$ cat config.mk
export PLATFORM = sky130hd
export DESIGN_NAME = clk_div_bank_flat
export DESIGN_NICKNAME = d
export VERILOG_FILES = /design/src/rtl/clk_div_pkg.sv /design/src/rtl/clk_div_bank_if.sv /design/src/rtl/clk_div_ch.sv /design/src/rtl/clk_div_bank.sv /design/src/flat_wrapper.sv
export SDC_FILE = /design/constraint.sdc
export NUM_CORES = 1
export LEC_CHECK = 0
export BUFFER_PORTS_ARGS = -buffer_cell sky130_fd_sc_hd__buf_2
export CORE_MARGIN = 2
export CORE_UTILIZATION = 55
export CTS_BUF_LIST = sky130_fd_sc_hd__clkbuf_8
export DETAILED_ROUTE_END_ITERATION = 10
export PLACE_DENSITY = 0.74
export SETUP_SLACK_MARGIN = 0.3
export SLEW_MARGIN = 20
export SYNTH_ARGS = -nofsm -noshare
export SYNTH_HDL_FRONTEND = slang
export SYNTH_SLANG_ARGS = --single-unit
$ cat constraint.sdc
create_clock -name clk -period 8.99 [get_ports clk]
set_input_delay 1.798 -clock clk [delete_from_list [all_inputs] [get_ports clk]]
set_output_delay 1.798 -clock clk [all_outputs]
set_load 0.02 [all_outputs]
$ cat src/rtl/clk_div_pkg.sv
// Shared definitions for the clock-divider bank.
//   CNT_W_DEF : default half-period counter width
//   CNT_W_MAX : widest counter the config struct can carry (CNT_W must not exceed it)
//   ch_cfg_t  : per-channel config payload (half period, plus phase when
//               CLK_DIV_BANK_PHASE_EN is defined)
//   def_half  : reset half period for channel idx, 2^idx saturated to w bits
package clk_div_pkg;

   localparam int unsigned CNT_W_DEF = 16;
   localparam int unsigned CNT_W_MAX = 32;

   typedef struct packed {
      logic [CNT_W_MAX-1:0] half;
`ifdef CLK_DIV_BANK_PHASE_EN
      logic [CNT_W_MAX-1:0] phase;
`endif
   } ch_cfg_t;

   // A shift by CNT_W_MAX wraps to 0, so the subtraction yields all ones.
   function automatic logic [CNT_W_MAX-1:0] def_half(input int unsigned idx,
                                                     input int unsigned w);
      return (idx >= w) ? ((CNT_W_MAX'(1) << w) - CNT_W_MAX'(1))
                        : (CNT_W_MAX'(1) << idx);
   endfunction

endpackage

$ cat src/rtl/clk_div_bank_if.sv
// Config port of the clock-divider bank (valid/ready).
//   cfg_valid : request from master
//   cfg_ready : slot free, driven by the bank
//   cfg_ch    : target channel
//   cfg_half  : new half period in clk cycles, 0 switches the channel off
//   cfg_phase : start count used at sync (only with CLK_DIV_BANK_PHASE_EN)
interface clk_div_bank_if
   import clk_div_pkg::*;
#(
   parameter int unsigned NUM_CH = 3,
   parameter int unsigned CNT_W  = CNT_W_DEF
) ();

   localparam int unsigned CH_W = (NUM_CH > 1) ? $clog2(NUM_CH) : 1;

   logic             cfg_valid;
   logic             cfg_ready;
   logic [CH_W-1:0]  cfg_ch;
   logic [CNT_W-1:0] cfg_half;
`ifdef CLK_DIV_BANK_PHASE_EN
   logic [CNT_W-1:0] cfg_phase;

   modport master (output cfg_valid, cfg_ch, cfg_half, cfg_phase, input cfg_ready);
   modport slave  (input cfg_valid, cfg_ch, cfg_half, cfg_phase, output cfg_ready);
`else
   modport master (output cfg_valid, cfg_ch, cfg_half, input cfg_ready);
   modport slave  (input cfg_valid, cfg_ch, cfg_half, output cfg_ready);
`endif

endinterface

$ cat src/rtl/clk_div_ch.sv
// One divider channel: half-period counter, square-wave output, rising-edge
// tick, and a pending-update register applied only at a 1->0 boundary so no
// high or low time is ever cut short.
// Optional feature macro: CLK_DIV_BANK_PHASE_EN (start count applied at sync).
//   clk, rst    : system clock, synchronous active-high reset
//   sync_i      : realign pulse
//   ld_i        : accept a new config for this channel
//   cfg_half_i  : new half period (0 = off)
//   cfg_phase_i : new start phase (feature builds only)
//   clk_out_o   : divided clock
//   tick_o      : one-cycle pulse with each clk_out_o 0->1
//   pend_d_c    : next-cycle value of the pending flag (combinational)
module clk_div_ch
   import clk_div_pkg::*;
#(
   parameter int unsigned      CNT_W = CNT_W_DEF,
   parameter logic [CNT_W-1:0] H_RST = CNT_W'(1)
) (
   input  logic             clk,
   input  logic             rst,
   input  logic             sync_i,
   input  logic             ld_i,
   input  logic [CNT_W-1:0] cfg_half_i,
`ifdef CLK_DIV_BANK_PHASE_EN
   input  logic [CNT_W-1:0] cfg_phase_i,
`endif
   output logic             clk_out_o,
   output logic             tick_o,
   output logic             pend_d_c
);

   localparam logic [CNT_W-1:0] CNT_MAX = '1;

   logic [CNT_W-1:0] h_q, h_d;
   logic [CNT_W-1:0] cnt_q, cnt_d;
   logic             out_q, out_d;
   logic             tick_q, tick_d;
   logic             p_q, p_d;
   ch_cfg_t          hp_q, hp_d;
`ifdef CLK_DIV_BANK_PHASE_EN
   logic [CNT_W-1:0] ph_q, ph_d;
   logic [CNT_W-1:0] ph_sel;
   logic [CNT_W-1:0] h_sel;
`endif
   logic [CNT_W-1:0] h_new;
   logic [CNT_W-1:0] start_cnt;
   logic             at_end;

   // Narrow a stored payload field back to counter width.
   function automatic logic [CNT_W-1:0] fit(input logic [CNT_W_MAX-1:0] x);
      return (x > CNT_W_MAX'(CNT_MAX)) ? CNT_MAX : x[CNT_W-1:0];
   endfunction

   // Counter start value after sync, using the post-apply half/phase.
   always_comb begin
      h_new     = fit(hp_q.half);
      at_end    = (h_q != '0) && (cnt_q == h_q - CNT_W'(1));
      start_cnt = '0;
`ifdef CLK_DIV_BANK_PHASE_EN
      h_sel  = p_q ? h_new : h_q;
      ph_sel = p_q ? fit(hp_q.phase) : ph_q;
      if (h_sel != '0) begin
         start_cnt = (ph_sel > h_sel - CNT_W'(1)) ? (h_sel - CNT_W'(1)) : ph_sel;
      end
`endif
   end

   // Next-state: sync > disabled channel > end of half period > count.
   always_comb begin
      h_d    = h_q;
      cnt_d  = cnt_q;
      out_d  = out_q;
      tick_d = 1'b0;
      p_d    = p_q;
      hp_d   = hp_q;
`ifdef CLK_DIV_BANK_PHASE_EN
      ph_d   = ph_q;
`endif
      if (sync_i) begin
         if (p_q) begin
            h_d = h_new;
`ifdef CLK_DIV_BANK_PHASE_EN
            ph_d = fit(hp_q.phase);
`endif
            p_d = 1'b0;
         end
         cnt_d = start_cnt;
         out_d = 1'b0;
      end else if (h_q == '0) begin
         cnt_d = '0;
         out_d = 1'b0;
         if (p_q) begin
            h_d = h_new;
`ifdef CLK_DIV_BANK_PHASE_EN
            ph_d = fit(hp_q.phase);
`endif
            p_d = 1'b0;
         end
      end else if (at_end) begin
         tick_d = ~out_q;
         cnt_d  = '0;
         if (out_q && p_q) begin
            out_d = 1'b0;
            h_d   = h_new;
`ifdef CLK_DIV_BANK_PHASE_EN
            ph_d  = fit(hp_q.phase);
`endif
            p_d   = 1'b0;
         end else begin
            out_d = ~out_q;
         end
      end else begin
         cnt_d = cnt_q + CNT_W'(1);
      end
      // A same-cycle acceptance survives a sync-time apply.
      if (ld_i) begin
         p_d       = 1'b1;
         hp_d.half = CNT_W_MAX'(cfg_half_i);
`ifdef CLK_DIV_BANK_PHASE_EN
         hp_d.phase = CNT_W_MAX'(cfg_phase_i);
`endif
      end
   end

   always_ff @(posedge clk) begin
      if (rst) begin
         h_q    <= H_RST;
         cnt_q  <= '0;
         out_q  <= 1'b0;
         tick_q <= 1'b0;
         p_q    <= 1'b0;
         hp_q   <= '0;
`ifdef CLK_DIV_BANK_PHASE_EN
         ph_q   <= '0;
`endif
      end else begin
         h_q    <= h_d;
         cnt_q  <= cnt_d;
         out_q  <= out_d;
         tick_q <= tick_d;
         p_q    <= p_d;
         hp_q   <= hp_d;
`ifdef CLK_DIV_BANK_PHASE_EN
         ph_q   <= ph_d;
`endif
      end
   end

   assign clk_out_o = out_q;
   assign tick_o    = tick_q;
   assign pend_d_c  = p_d;

endmodule

$ cat src/rtl/clk_div_bank.sv
// Multi-channel clock-divider bank: NUM_CH divided square waves with
// rising-edge ticks, run-time reprogrammable through a valid/ready port.
// Optional feature macro: CLK_DIV_BANK_PHASE_EN (per-channel sync phase).
//   clk, rst : system clock, synchronous active-high reset
//   sync     : one-cycle realign pulse for all channels
//   cfg      : config port (slave side of clk_div_bank_if)
//   clk_out  : divided clocks
//   tick     : one-cycle pulse with each clk_out 0->1
module clk_div_bank
   import clk_div_pkg::*;
#(
   parameter int unsigned NUM_CH = 3,
   parameter int unsigned CNT_W  = CNT_W_DEF
) (
   input  logic              clk,
   input  logic              rst,
   input  logic              sync,
   clk_div_bank_if.slave     cfg,
   output logic [NUM_CH-1:0] clk_out,
   output logic [NUM_CH-1:0] tick
);

   localparam int unsigned CH_W = (NUM_CH > 1) ? $clog2(NUM_CH) : 1;

   logic              cfg_ready_q, cfg_ready_d;
   logic              accept;
   logic              ch_ok;
   logic [NUM_CH-1:0] ld;
   logic [NUM_CH-1:0] pend_d;

   // Out-of-range channels are accepted and dropped.
   always_comb begin
      accept = cfg.cfg_valid && cfg_ready_q;
      ch_ok  = 32'(cfg.cfg_ch) < NUM_CH;
      ld     = '0;
      for (int unsigned i = 0; i < NUM_CH; i++) begin
         ld[i] = accept && ch_ok && (cfg.cfg_ch == CH_W'(i));
      end
   end

   // Slot is free once no channel will hold a pending update.
   always_comb begin
      cfg_ready_d = ~|pend_d;
   end

   always_ff @(posedge clk) begin
      if (rst) begin
         cfg_ready_q <= 1'b1;
      end else begin
         cfg_ready_q <= cfg_ready_d;
      end
   end

   assign cfg.cfg_ready = cfg_ready_q;

   for (genvar i = 0; i < NUM_CH; i++) begin : g_ch
      clk_div_ch #(
         .CNT_W (CNT_W),
         .H_RST (CNT_W'(def_half(32'(i), CNT_W)))
      ) u_ch (
         .clk         (clk),
         .rst         (rst),
         .sync_i      (sync),
         .ld_i        (ld[i]),
         .cfg_half_i  (cfg.cfg_half),
`ifdef CLK_DIV_BANK_PHASE_EN
         .cfg_phase_i (cfg.cfg_phase),
`endif
         .clk_out_o   (clk_out[i]),
         .tick_o      (tick[i]),
         .pend_d_c    (pend_d[i])
      );
   end

endmodule

$ cat src/flat_wrapper.sv
// flat-port wrapper written by rule: the top's interface ports become plain ports
module clk_div_bank_flat import clk_div_pkg::*;
#(
   parameter int unsigned NUM_CH = 3,
   parameter int unsigned CNT_W  = CNT_W_DEF
)
  (clk, rst, sync, clk_out, tick, cfg_cfg_valid, cfg_cfg_ch, cfg_cfg_half, cfg_cfg_ready);
  clk_div_bank_if #(.NUM_CH(NUM_CH), .CNT_W(CNT_W)) cfg_i ();
  input  logic clk;
  input  logic rst;
  input  logic sync;
  output logic [NUM_CH-1:0] clk_out;
  output logic [NUM_CH-1:0] tick;
  input wire logic [$bits(cfg_i.cfg_valid)-1:0] cfg_cfg_valid;
  input wire logic [$bits(cfg_i.cfg_ch)-1:0] cfg_cfg_ch;
  input wire logic [$bits(cfg_i.cfg_half)-1:0] cfg_cfg_half;
  output wire logic [$bits(cfg_i.cfg_ready)-1:0] cfg_cfg_ready;
  assign cfg_i.cfg_valid = cfg_cfg_valid;
  assign cfg_i.cfg_ch = cfg_cfg_ch;
  assign cfg_i.cfg_half = cfg_cfg_half;
  assign cfg_cfg_ready = cfg_i.cfg_ready;
  clk_div_bank #(.NUM_CH(NUM_CH), .CNT_W(CNT_W)) u_core (.clk(clk), .rst(rst), .sync(sync), .cfg(cfg_i), .clk_out(clk_out), .tick(tick));
endmodule
==> results.ini, run 1 <==
[timing]
relSlewSlack_pct=37.0
fin_crit_ns=3.61
hold_viol=0
tightest_slew_ns=0.937
fin_crit_sh_pct=40.2
fin_setup_tns_ns=0
rsz0062_at_grt=no
slew_violations=0
max_freq_mhz=277
finalSetupViolations=0
setup_slack_ns=5.38
clock_skew_ns=0.0101

[power_and_ir_drop]
worst_ir_drop_vdd_mv=0.150
p_leak_nw=3.00
p_per_area_mw_per_mm2=164
power_mw=1.37

[layout]
final_net_count=976
syn2layout_area_growth_pct=6.33
drive_gt1_share_pct=9.05
nFillCells=1234
antenna_cells=0
fin_cells=1141

[synthesis]
synth_area_mm2=0.00785
syn_inst=961
synth_top_area_share_pct=39.3
synth_flop_cell=dfxtp_1
synth_seq_cells=154
synth-edff-count=0
synth.net_count=989
yosysUniqueCellTypes=79
synth_area_leaders=dfxtp_1 39%, nand2_1 8.7%, xor2_1 5.8%
synth-seq-area-share_pct=39.3
synth_area_per_cell_um2=8.16
async_flop_share_pct=0
yosysTopAreaCell=dfxtp_1
yosys_warnings=0

[placed_design]
dp.cells=1109
finalWeightedCongestion=0.896
portBuffers=28
dp_slack_ns=5.04
dp_hpwl_um=12700

[cts]
htree_levels=4
cts_max_path_buffers=2
cts_tree=yes
clk_pin_slew_ns=0.09
clkLatencyLatePin_ns=0.46
cts.sink_count=154
ctsResizeCount=0
hold_buffers=0
cts_root_buf=clkbuf_8
post-cts-setup-buffers=0
cts_buffers=17

[floorplanning]
coreArea_mm2=0.0139
initial_utilization_pct=56.3
die_height_um=123
die_w_um=123
io-pin-count=29
fp-row-count=43
dieArea_mm2=0.0152

[drt]
final_antenna_net_count=0
drc_errors=0
via_count=6577
totalWireLength_um=17400
viasPerCell=5.76
wl_per_cell_um=15.2
firstDrtPassIters=5
drtIter0Drc=541

[grt]
grt_overflow=0
antenna_found_initial=0
grt_pass1_wl_um=28800
grt_start_max_net_pins=80
track_usage_pct=23.8
grt_pass1_vias=5870

[critical_path]
worstPathRequired_ns=9.35
crit_path_start_kind=flip-flop
critPathKind=flip-flop to flip-flop
cp_max_fo=32
end_kind=flip-flop
cp.arrival_ns=3.97

[hold_path]
hold_class=flip-flop to flip-flop

[status]
status=finished, final reports clean

[flow_run]
cap_violations=0

==> cell type report <==
type / instances / area [µm²] / area share (%)
clock inverter: 15 / 175 / 2.10
multi-input combinational: 727 / 4400 / 52.7
sequential: 154 / 3080 / 37.0
timing repair buffer: 32 / 170 / 2.04
tap: 180 / 225 / 2.70
clock buffer: 17 / 234 / 2.80
inverter: 16 / 60.1 / 0.720
==> registers in the layout, indices dropped and copies added, names as in the netlist <==
register,flops
u_core.g_ch.u_ch.cnt_q,48
u_core.g_ch.u_ch.h_q,48
u_core.g_ch.u_ch.hp_q,48
u_core.g_ch.u_ch.clk_out_o,3
u_core.g_ch.u_ch.p_q,3
u_core.g_ch.u_ch.tick_o,3
u_core.cfg.cfg_ready,1
==> cell families after synthesis <==
kind of cell / count (synthesis) / share of synthesized area [%]
adder cells (fa/ha/maj): 6 / 0.957
buffers and inverters: 80 / 4.91
XOR/XNOR: 100 / 11.2
multiplexers: 21 / 2.69
AND/OR/NAND/NOR: 426 / 26.4
AO/OA/AOI/OAI: 174 / 14.6
flip-flops: 154 / 39.3
==> report_power, final <==
part	total [mW]	switching, mW	internal (mW)
combinational	0.123	0.0805	0.0421
sequential	0.709	0.0126	0.696
clock	0.535	0.300	0.234
==> metrics by stage <==
stage          instance area (µm²)  util [%]  hold WS (ns)
4_1_cts                       8330      59.8         0.461
6_report                      8340      59.9         0.459
5_1_grt                       8340      59.9         0.468
3_3_place_gp                  7920      56.9         0.444
3_5_place_dp                  7920      56.9         0.446
2_1_floorplan                 7850         -         0.432
==> cell usage after synthesis, types with 9 or more instances <==
master and number:
nor3_1 14, nand2_1 181, o21ai_1 11, buf_4 9, nor2_1 77, nor4_1 19, clkbuf_1 44, nand4_1 10
mux2i_1 20, dfxtp_1 154, a21oi_1 82, xnor2_1 48, and3_1 19, a41o_1 15, or4_1 10, nand3_1 41
xor2_1 52, o21ai_0 12, inv_1 16
==> critical path, stage by stage, from the launching register on <==
cell and delay (ns):
dfxtp_1 0.38, inv_1 0.08, ha_1 0.17, nor3b_1 0.72, nand4_1 0.24, xnor2_1 0.22, nor4_1 0.69, o2111ai_4 0.54
a311o_1 0.46
==> layer usage <==
layer	share of wire [%]	track usage, %
met1	49	34.1
met2	45	36.0
met3	5.2	5.77
met4	1.2	5.89
met5	0	0
==> path summary, 6_finish.rpt <==
check / start / cells past startpoint / slack [ns] / end
max: u_core.g_ch[1].u_ch.h_q[0]$_SDFFE_PP0P_ / 8 / 5.38 / u_core.g_ch[1].u_ch.h_q[1]$_SDFFE_PP1P_
min: u_core.g_ch[2].u_ch.hp_q[11]$_SDFFE_PP0P_ / 2 / 0.46 / u_core.g_ch[2].u_ch.hp_q[11]$_SDFFE_PP0P_
max reg2reg: u_core.g_ch[1].u_ch.h_q[0]$_SDFFE_PP0P_ / 8 / 5.38 / u_core.g_ch[1].u_ch.h_q[1]$_SDFFE_PP1P_
min reg2reg: u_core.g_ch[2].u_ch.hp_q[11]$_SDFFE_PP0P_ / 2 / 0.46 / u_core.g_ch[2].u_ch.hp_q[11]$_SDFFE_PP0P_
==> cells in the final DEF, fill, tap and decap left out, drive strengths merged, types with 19 or more instances in the layout <==
| master | count |
|---|---|
| nor2 | 77 |
| a21oi | 82 |
| dfxtp | 154 |
| xnor2 | 48 |
| nor4 | 20 |
| mux2i | 20 |
| buf | 32 |
| o21ai | 23 |
| and3 | 19 |
| xor2 | 52 |
| nand3 | 46 |
| inv | 24 |
| nand2 | 181 |
(Power assumes the default switching activity.)
==> run 2, diff against run 1 <==
Settings changed: ABC_AREA set to 1, PLACE_DENSITY 0.74 to 0.77.
Clock period 8.99 ns to 3.2 ns, I/O delays scaled along.
==> results.ini, run 2 <==
[status]
status=finished, final reports clean

[synthesis]
synth_flop_cell=dfxtp_1
synth_seq_cells=154  ; unchanged
synthSimpleGateAreaFrac_pct=39.3  ; +13 points
synth_top_family_by_area=simple AND/OR/NAND/NOR gates
yosysMostFrequentCell=nand2_1
synth-xor-area-share_pct=5.27  ; -5.9 points
synth-edff-count=0  ; unchanged
synth.net_count=1432  ; +45%
synth_fa_ha_area_share_pct=0.836  ; -0.12 points
synth.area.mux_share_pct=0  ; -2.7 points
synth-seq-area-share_pct=34.3  ; -4.9 points
syn_inst=1404  ; +46%
synth_area_per_cell_um2=6.39  ; -22%
synth_compound_area_share_pct=10.1  ; -4.5 points
synth_area_leaders=dfxtp_1 34%, nand2_1 16%, nor2_1 7.9%
yosys_warnings=0  ; unchanged
yosysUniqueCellTypes=42  ; -47%
yosysTopAreaCell=dfxtp_1
synthTopCellsByCount=386 x nand2_1, 189 x nor2_1, 156 x inv_1
synth_area_mm2=0.00898  ; +14%
async_flop_share_pct=0  ; unchanged
synth_top_area_share_pct=34.3  ; -4.9 points

[layout]
fin_area_mm2=0.00959  ; +15%
antenna_cells=0  ; unchanged
drive_gt1_share_pct=9.82  ; +0.77 points
final_cell_mix=386 x nand2_1, 189 x nor2_1, 157 x inv_1
final_common_cell=nand2_1
reg.largest.list=u_core.g_ch.u_ch.cnt_q (48), u_core.g_ch.u_ch.h_q (48), u_core.g_ch.u_ch.hp_q (48)
fin_util_pct=60.1  ; +0.25 points
final_net_count=1440  ; +48%
syn2layout_area_growth_pct=6.79

[floorplanning]
die_height_um=132  ; +6.7%
fp-row-count=46  ; +7.0%
initial_utilization_pct=56.3  ; about the same
io-pin-count=29  ; unchanged
die_w_um=132  ; +6.7%
coreArea_mm2=0.0159  ; +14%
dieArea_mm2=0.0174  ; +14%

[grt]
grt_pass1_wl_um=34900  ; +21%
grt_start_max_net_pins=33  ; -59%
grt_pass1_vias=7492  ; +28%
grt_overflow=0  ; unchanged
antenna_found_initial=0  ; unchanged
track_usage_pct=24.2  ; +0.41 points

[timing]
finalSetupViolations=0  ; unchanged
tightest_slew_ns=0.719  ; -0.218 ns
relSlewSlack_pct=52.0  ; +15 points
fin_setup_tns_ns=0  ; unchanged
max_freq_mhz=395  ; +43%
rsz0062_at_grt=no
fin_crit_ns=2.53  ; -1.08 ns
hold_slack_ns=0.451  ; -0.00741 ns
hold_viol=0  ; unchanged
clock_skew_ns=0.00796  ; -0.00211 ns
slew_violations=0  ; unchanged
fin_crit_sh_pct=79.0  ; +39 points

[power_and_ir_drop]
p_per_area_mw_per_mm2=457  ; +180%
worst_ir_drop_vdd_mv=0.391  ; +160%
p_leak_nw=4.21  ; +41%
power_mw=4.38  ; +220%

[critical_path]
cp_max_fo=17  ; -47%
end_kind=flip-flop
crit_path_start_kind=flip-flop
cp.arrival_ns=2.86  ; -1.11 ns
worstPathRequired_ns=3.53  ; -5.82 ns
critPathKind=flip-flop to flip-flop

[drt]
totalWireLength_um=20400  ; +17%
viasPerCell=5.08  ; -12%
drtIter0Drc=562  ; +3.9%
final_antenna_net_count=0  ; unchanged
firstDrtPassIters=7  ; +2
via_count=8340  ; +27%
drc_errors=0  ; unchanged
wl_per_cell_um=12.4  ; -18%

[cts]
clkLatencyLatePin_ns=0.46  ; about the same
clk_pin_slew_ns=0.09  ; about the same
cts_tree=yes
cts_buffers=17  ; unchanged
post-cts-setup-buffers=0  ; unchanged
cts_root_buf=clkbuf_8
ctsResizeCount=0  ; unchanged
cts_max_path_buffers=2  ; unchanged
htree_levels=4  ; unchanged
cts.sink_count=154  ; unchanged
hold_buffers=0  ; unchanged

[hold_path]
hold_class=flip-flop to flip-flop

[placed_design]
portBuffers=28  ; unchanged
dpl_cell_area_mm2=0.00920  ; +16%
finalWeightedCongestion=0.909  ; +1.5%
dp_hpwl_um=15400  ; +21%

[flow_run]
cap_violations=0  ; unchanged

-- run 2: cell types whose count changed in the layout (fill, tap and decap cells not counted), moves of 10 or more --
cell / change
a41o_1: -15
and3_1: -18
inv_1: +142
mux2i_1: -20
nand2_1: +205
nand2_2: +16
nand3_1: +71
nor2_1: +112
nor2_2: +13
nor4_1: -11
o21ai_0: +62
or4_1: -10
xnor2_1: -24
xor2_1: -22
-- run 2: area by class of cell --
| class | count | area (µm²) |
|---|---|---|
| Fill cell | 1546 | 6360 |
| Clock inverter | 11 | 92.6 |
| Sequential cell | 154 | 3080 |
| Multi-Input combinational cell | 1029 | 4980 |
| Inverter | 170 | 641 |
| Timing Repair Buffer | 40 | 230 |
| Clock buffer | 21 | 289 |
| Tap cell | 216 | 270 |
-- run 2: critical path, stage by stage (launching register included) --
cell and delay, ns:
dfxtp_1 0.33, inv_2 0.09, ha_1 0.25, nand3_4 0.13, nor2_4 0.18, nand2_2 0.08
nand2_1 0.08, nand2_1 0.05, nand2_1 0.05, nand2_1 0.08, nor2_2 0.12, nand3_2 0.09
nor2_4 0.16, nand3_4 0.21, nand2_4 0.27, nand2_1 0.08, nand2_1 0.07, nand3_1 0.06
-- run 2: final timing paths --
path,to,start,slack (ns),cells after the start
setup reg to reg,u_core.g_ch[1].u_ch.h_q[1]$_SDFFE_PP1P_,u_core.g_ch[1].u_ch.h_q[0]$_SDFFE_PP0P_,0.67,17
hold reg to reg,u_core.g_ch[0].u_ch.hp_q[13]$_SDFFE_PP0P_,u_core.g_ch[0].u_ch.hp_q[13]$_SDFFE_PP0P_,0.45,2
setup / recovery,u_core.g_ch[1].u_ch.h_q[1]$_SDFFE_PP1P_,u_core.g_ch[1].u_ch.h_q[0]$_SDFFE_PP0P_,0.67,17
hold / removal,u_core.g_ch[0].u_ch.hp_q[13]$_SDFFE_PP0P_,u_core.g_ch[0].u_ch.hp_q[13]$_SDFFE_PP0P_,0.45,2
-- run 2: power by group --
group | leakage [nW] | switching (mW) | total (mW) | internal, mW
Combinational | 2.76 | 0.574 | 0.870 | 0.296
Sequential | 1.25 | 0.0728 | 2.07 | 1.99
Clock | 0.203 | 0.752 | 1.45 | 0.694
-- run 2: cells by family (layout without fill, tap and decap cells) --
logic type / after synthesis / in the layout
XOR/XNOR: 54 / 54
flip-flops: 154 / 154
AND/OR/NAND/NOR: 798 / 798
buffers and inverters: 221 / 242
adder cells (fa/ha/maj): 6 / 6
AO/OA/AOI/OAI: 171 / 171
-- run 2: routing by layer --
layer  vias to the layer above  track usage [%]  share of wire (%)
met5                         -                0                  0
met4                         0             7.00                1.7
met3                        27             4.73                4.0
met2                       162             40.1                 47
met1                      3709             32.3                 48
li1                       4442                -                  -
-- run 2: metrics by stage --
stage	setup slack [ns]	instances
finish	0.671	1641
floorplan	1.14	1404
global placement	0.668	1609
global route	0.361	1641
CTS	0.639	1641
detailed placement	0.633	1609
==> run 3, diff against run 2 <==
Settings changed: PLACE_DENSITY 0.77 to 0.74.
Clock period 3.2 ns to 2.5 ns, I/O delays scaled along.
==> results.ini, run 3 (synthesis results as in run 2) <==
[drt]
final_antenna_net_count=0  ; unchanged
firstDrtPassIters=5  ; -2
via_count=8753  ; +5.0%
drtIter0Drc=698  ; +24%
wl_per_cell_um=13.9  ; +12%
drc_errors=0  ; unchanged
viasPerCell=5.19  ; +2.2%
totalWireLength_um=23400  ; +15%

[critical_path]
cpMostUsedCell=nand2_2
crit_path_start_kind=flip-flop
slowest_delay_ns=0.34  ; about the same
end_kind=flip-flop
crit_slowest_cell=dfxtp_2
cp_max_fo=5  ; -12
cp.arrival_ns=2.61  ; -0.25 ns
critPathKind=flip-flop to flip-flop
worstPathRequired_ns=2.83  ; -0.70 ns
critical_path.cell_chain=inv_4 -> ha_4 -> nand3_4 -> nor2_4 -> nand2_2 -> inv_2 -> nand3_2 -> nand2_2 -> nand2_2 -> nor2_4 -> nand2_2 -> nor2_4 -> nand3_4 -> buf_12 -> nand2_8 -> nand2_2 -> nand2_1 -> nand3_1

[cts]
clkLatencyLatePin_ns=0.46  ; about the same
cts_root_buf=clkbuf_8
htree_levels=4  ; unchanged
cts_max_path_buffers=2  ; unchanged
clk_pin_slew_ns=0.09  ; about the same
cts.sink_count=154  ; unchanged
cts_tree=yes
cts_buffers=17  ; unchanged
hold_buffers=0  ; unchanged

[grt]
grt_overflow=0  ; unchanged
grt_start_max_net_pins=68  ; +110%
grt_pass1_wl_um=36700  ; +5.1%
track_usage_pct=25.5  ; +1.3 points
antenna_found_initial=2  ; +2
grt_pass1_vias=7765  ; +3.6%

[power_and_ir_drop]
p_clk_share_pct=33.0  ; about the same
p_int_mw=4.06  ; +36%
p_switching_mw=2.01  ; +44%
p_per_area_mw_per_mm2=565  ; +24%
power.share.sequential_pct=43.8  ; -3.3 points
p_leak_nw=4.58  ; +8.7%
worst_ir_drop_vdd_mv=0.331  ; -15%
power.share.switching_pct=33.1  ; +1.2 points
combPwrFrac_pct=23.2  ; +3.3 points

[timing]
tightest_slew_ns=0.492  ; -0.227 ns
slew_violations=0  ; unchanged
fin_setup_tns_ns=0  ; unchanged
rsz0062_at_grt=yes
finalSetupViolations=0  ; unchanged
clock_skew_ns=0.0151  ; +0.00717 ns
setup_slack_ns=0.223  ; -0.448 ns
max_freq_mhz=439  ; +11%
hold_viol=0  ; unchanged
fin_crit_sh_pct=91.1  ; +12 points
relSlewSlack_pct=66.8  ; +15 points
fin_crit_ns=2.28  ; -0.252 ns

[layout]
register_area_mm2=0.00311  ; +0.81%
final_net_count=1483  ; +3.0%
final_cell_mix=345 x nand2_1, 162 x nor2_1, 152 x inv_1
multiInputGateArea_mm2=0.00564  ; +13%
syn2layout_area_growth_pct=19.8
fin_area_mm2=0.0108  ; +12%
nFillCells=1371  ; -11%
reg.largest.list=u_core.g_ch.u_ch.cnt_q (48), u_core.g_ch.u_ch.h_q (48), u_core.g_ch.u_ch.hp_q (48)
final_common_cell=nand2_1
fin_cells=1686  ; +2.7%
drive_gt1_share_pct=21.0  ; +11 points

[placed_design]
portBuffers=28  ; unchanged
finalWeightedCongestion=0.906  ; -0.25%
dp_slack_ns=-0.00968  ; -0.643 ns
dpl_cell_area_mm2=0.00930  ; +1.1%
dp_hpwl_um=15400  ; +0.47%
dp.cells=1617  ; +0.50%

[floorplanning]
initial_utilization_pct=56.3  ; unchanged
die_height_um=132  ; unchanged
fp-row-count=46  ; unchanged
die_w_um=132  ; unchanged
coreArea_mm2=0.0159  ; unchanged
dieArea_mm2=0.0174  ; unchanged
io-pin-count=29  ; unchanged

[hold_path]
hold_class=primary input to flip-flop

[flow_run]
cap_violations=0  ; unchanged

[status]
status=finished, final reports clean

==> run 3: cell types whose count changed in the layout (fill, tap and decap cells not counted), moves of 9 or more <==
cell / change
buf_4: +23
nor2_1: -27
nor2_2: +19
nand2_1: -41
nand2_2: +32
nand3_2: +11
dfxtp_1: -14
nand3_4: +9
dfxtp_2: +11
nand3_1: -20
==> run 3: repair_timing <==
action	in CTS	in global routing
gates cloned	4	5
buffers inserted	15	11
endpoints found under the setup margin	70	101
resized for setup	45	136
pin swaps	16	53
==> run 3: path summary, 6_finish.rpt <==
check / end / from / slack (ns) / cells past startpoint
worst max-delay path: u_core.g_ch[1].u_ch.h_q[1]$_SDFFE_PP1P_ / u_core.g_ch[1].u_ch.h_q[1]$_SDFFE_PP1P_ / 0.22 / 18
worst min-delay path: u_core.g_ch[2].u_ch.hp_q[5]$_SDFFE_PP0P_ / cfg_cfg_half[5] / 0.33 / 3
worst max register to register: u_core.g_ch[1].u_ch.h_q[1]$_SDFFE_PP1P_ / u_core.g_ch[1].u_ch.h_q[1]$_SDFFE_PP1P_ / 0.22 / 18
worst min register to register: u_core.g_ch[0].u_ch.hp_q[14]$_SDFFE_PP0P_ / u_core.g_ch[0].u_ch.hp_q[14]$_SDFFE_PP0P_ / 0.45 / 2
==> run 3: cell type report <==
type                            count  share of cell area, %
Inverter                          170                   6.06
Antenna cell                        2                 0.0465
Multi-Input combinational cell   1034                   52.4
Timing Repair Buffer               78                   6.26
Clock inverter                     15                   1.63
Clock buffer                       17                   2.18
Tap cell                          216                   2.51
Sequential cell                   154                   28.9
==> run 3: layer usage <==
layer | routed length [µm] | part of all wire [%] | GRT usage (%) | up-vias
li1 | - | - | - | 4533
met1 | 10600 | 45 | 34.5 | 3985
met2 | 11200 | 48 | 41.6 | 204
met3 | 1180 | 5.0 | 4.73 | 31
met4 | 403 | 1.7 | 7.85 | 0
met5 | 0 | 0 | 0 | -
==> run 3: through the flow <==
stage	utilization [%]	hold slack, ns	total power, mW
after floorplan	-	0.424	3.58
after global placement	58.3	0.434	3.81
after detailed placement	58.3	0.437	3.83
after CTS	63.2	0.326	5.88
after global routing	67.4	0.324	6.35
final	67.4	0.330	6.07
==> run 3: power by group through the flow <==
stage	sequential, mW	clock, mW	combinational [mW]
2_1_floorplan	2.67	0	0.905
3_3_place_gp	2.70	0	1.11
3_5_place_dp	2.70	0	1.13
4_1_cts	2.64	2.01	1.22
5_1_grt	2.67	2.12	1.56
6_report	2.66	2.00	1.41
==> run 3: worst max-delay path, delay by kind of cell (launching register included) <==
kind	cells	cell delay, ns
buf+inv	3	0.32
flops	1	0.34
fa+ha+maj	1	0.16
simple gates	14	1.30
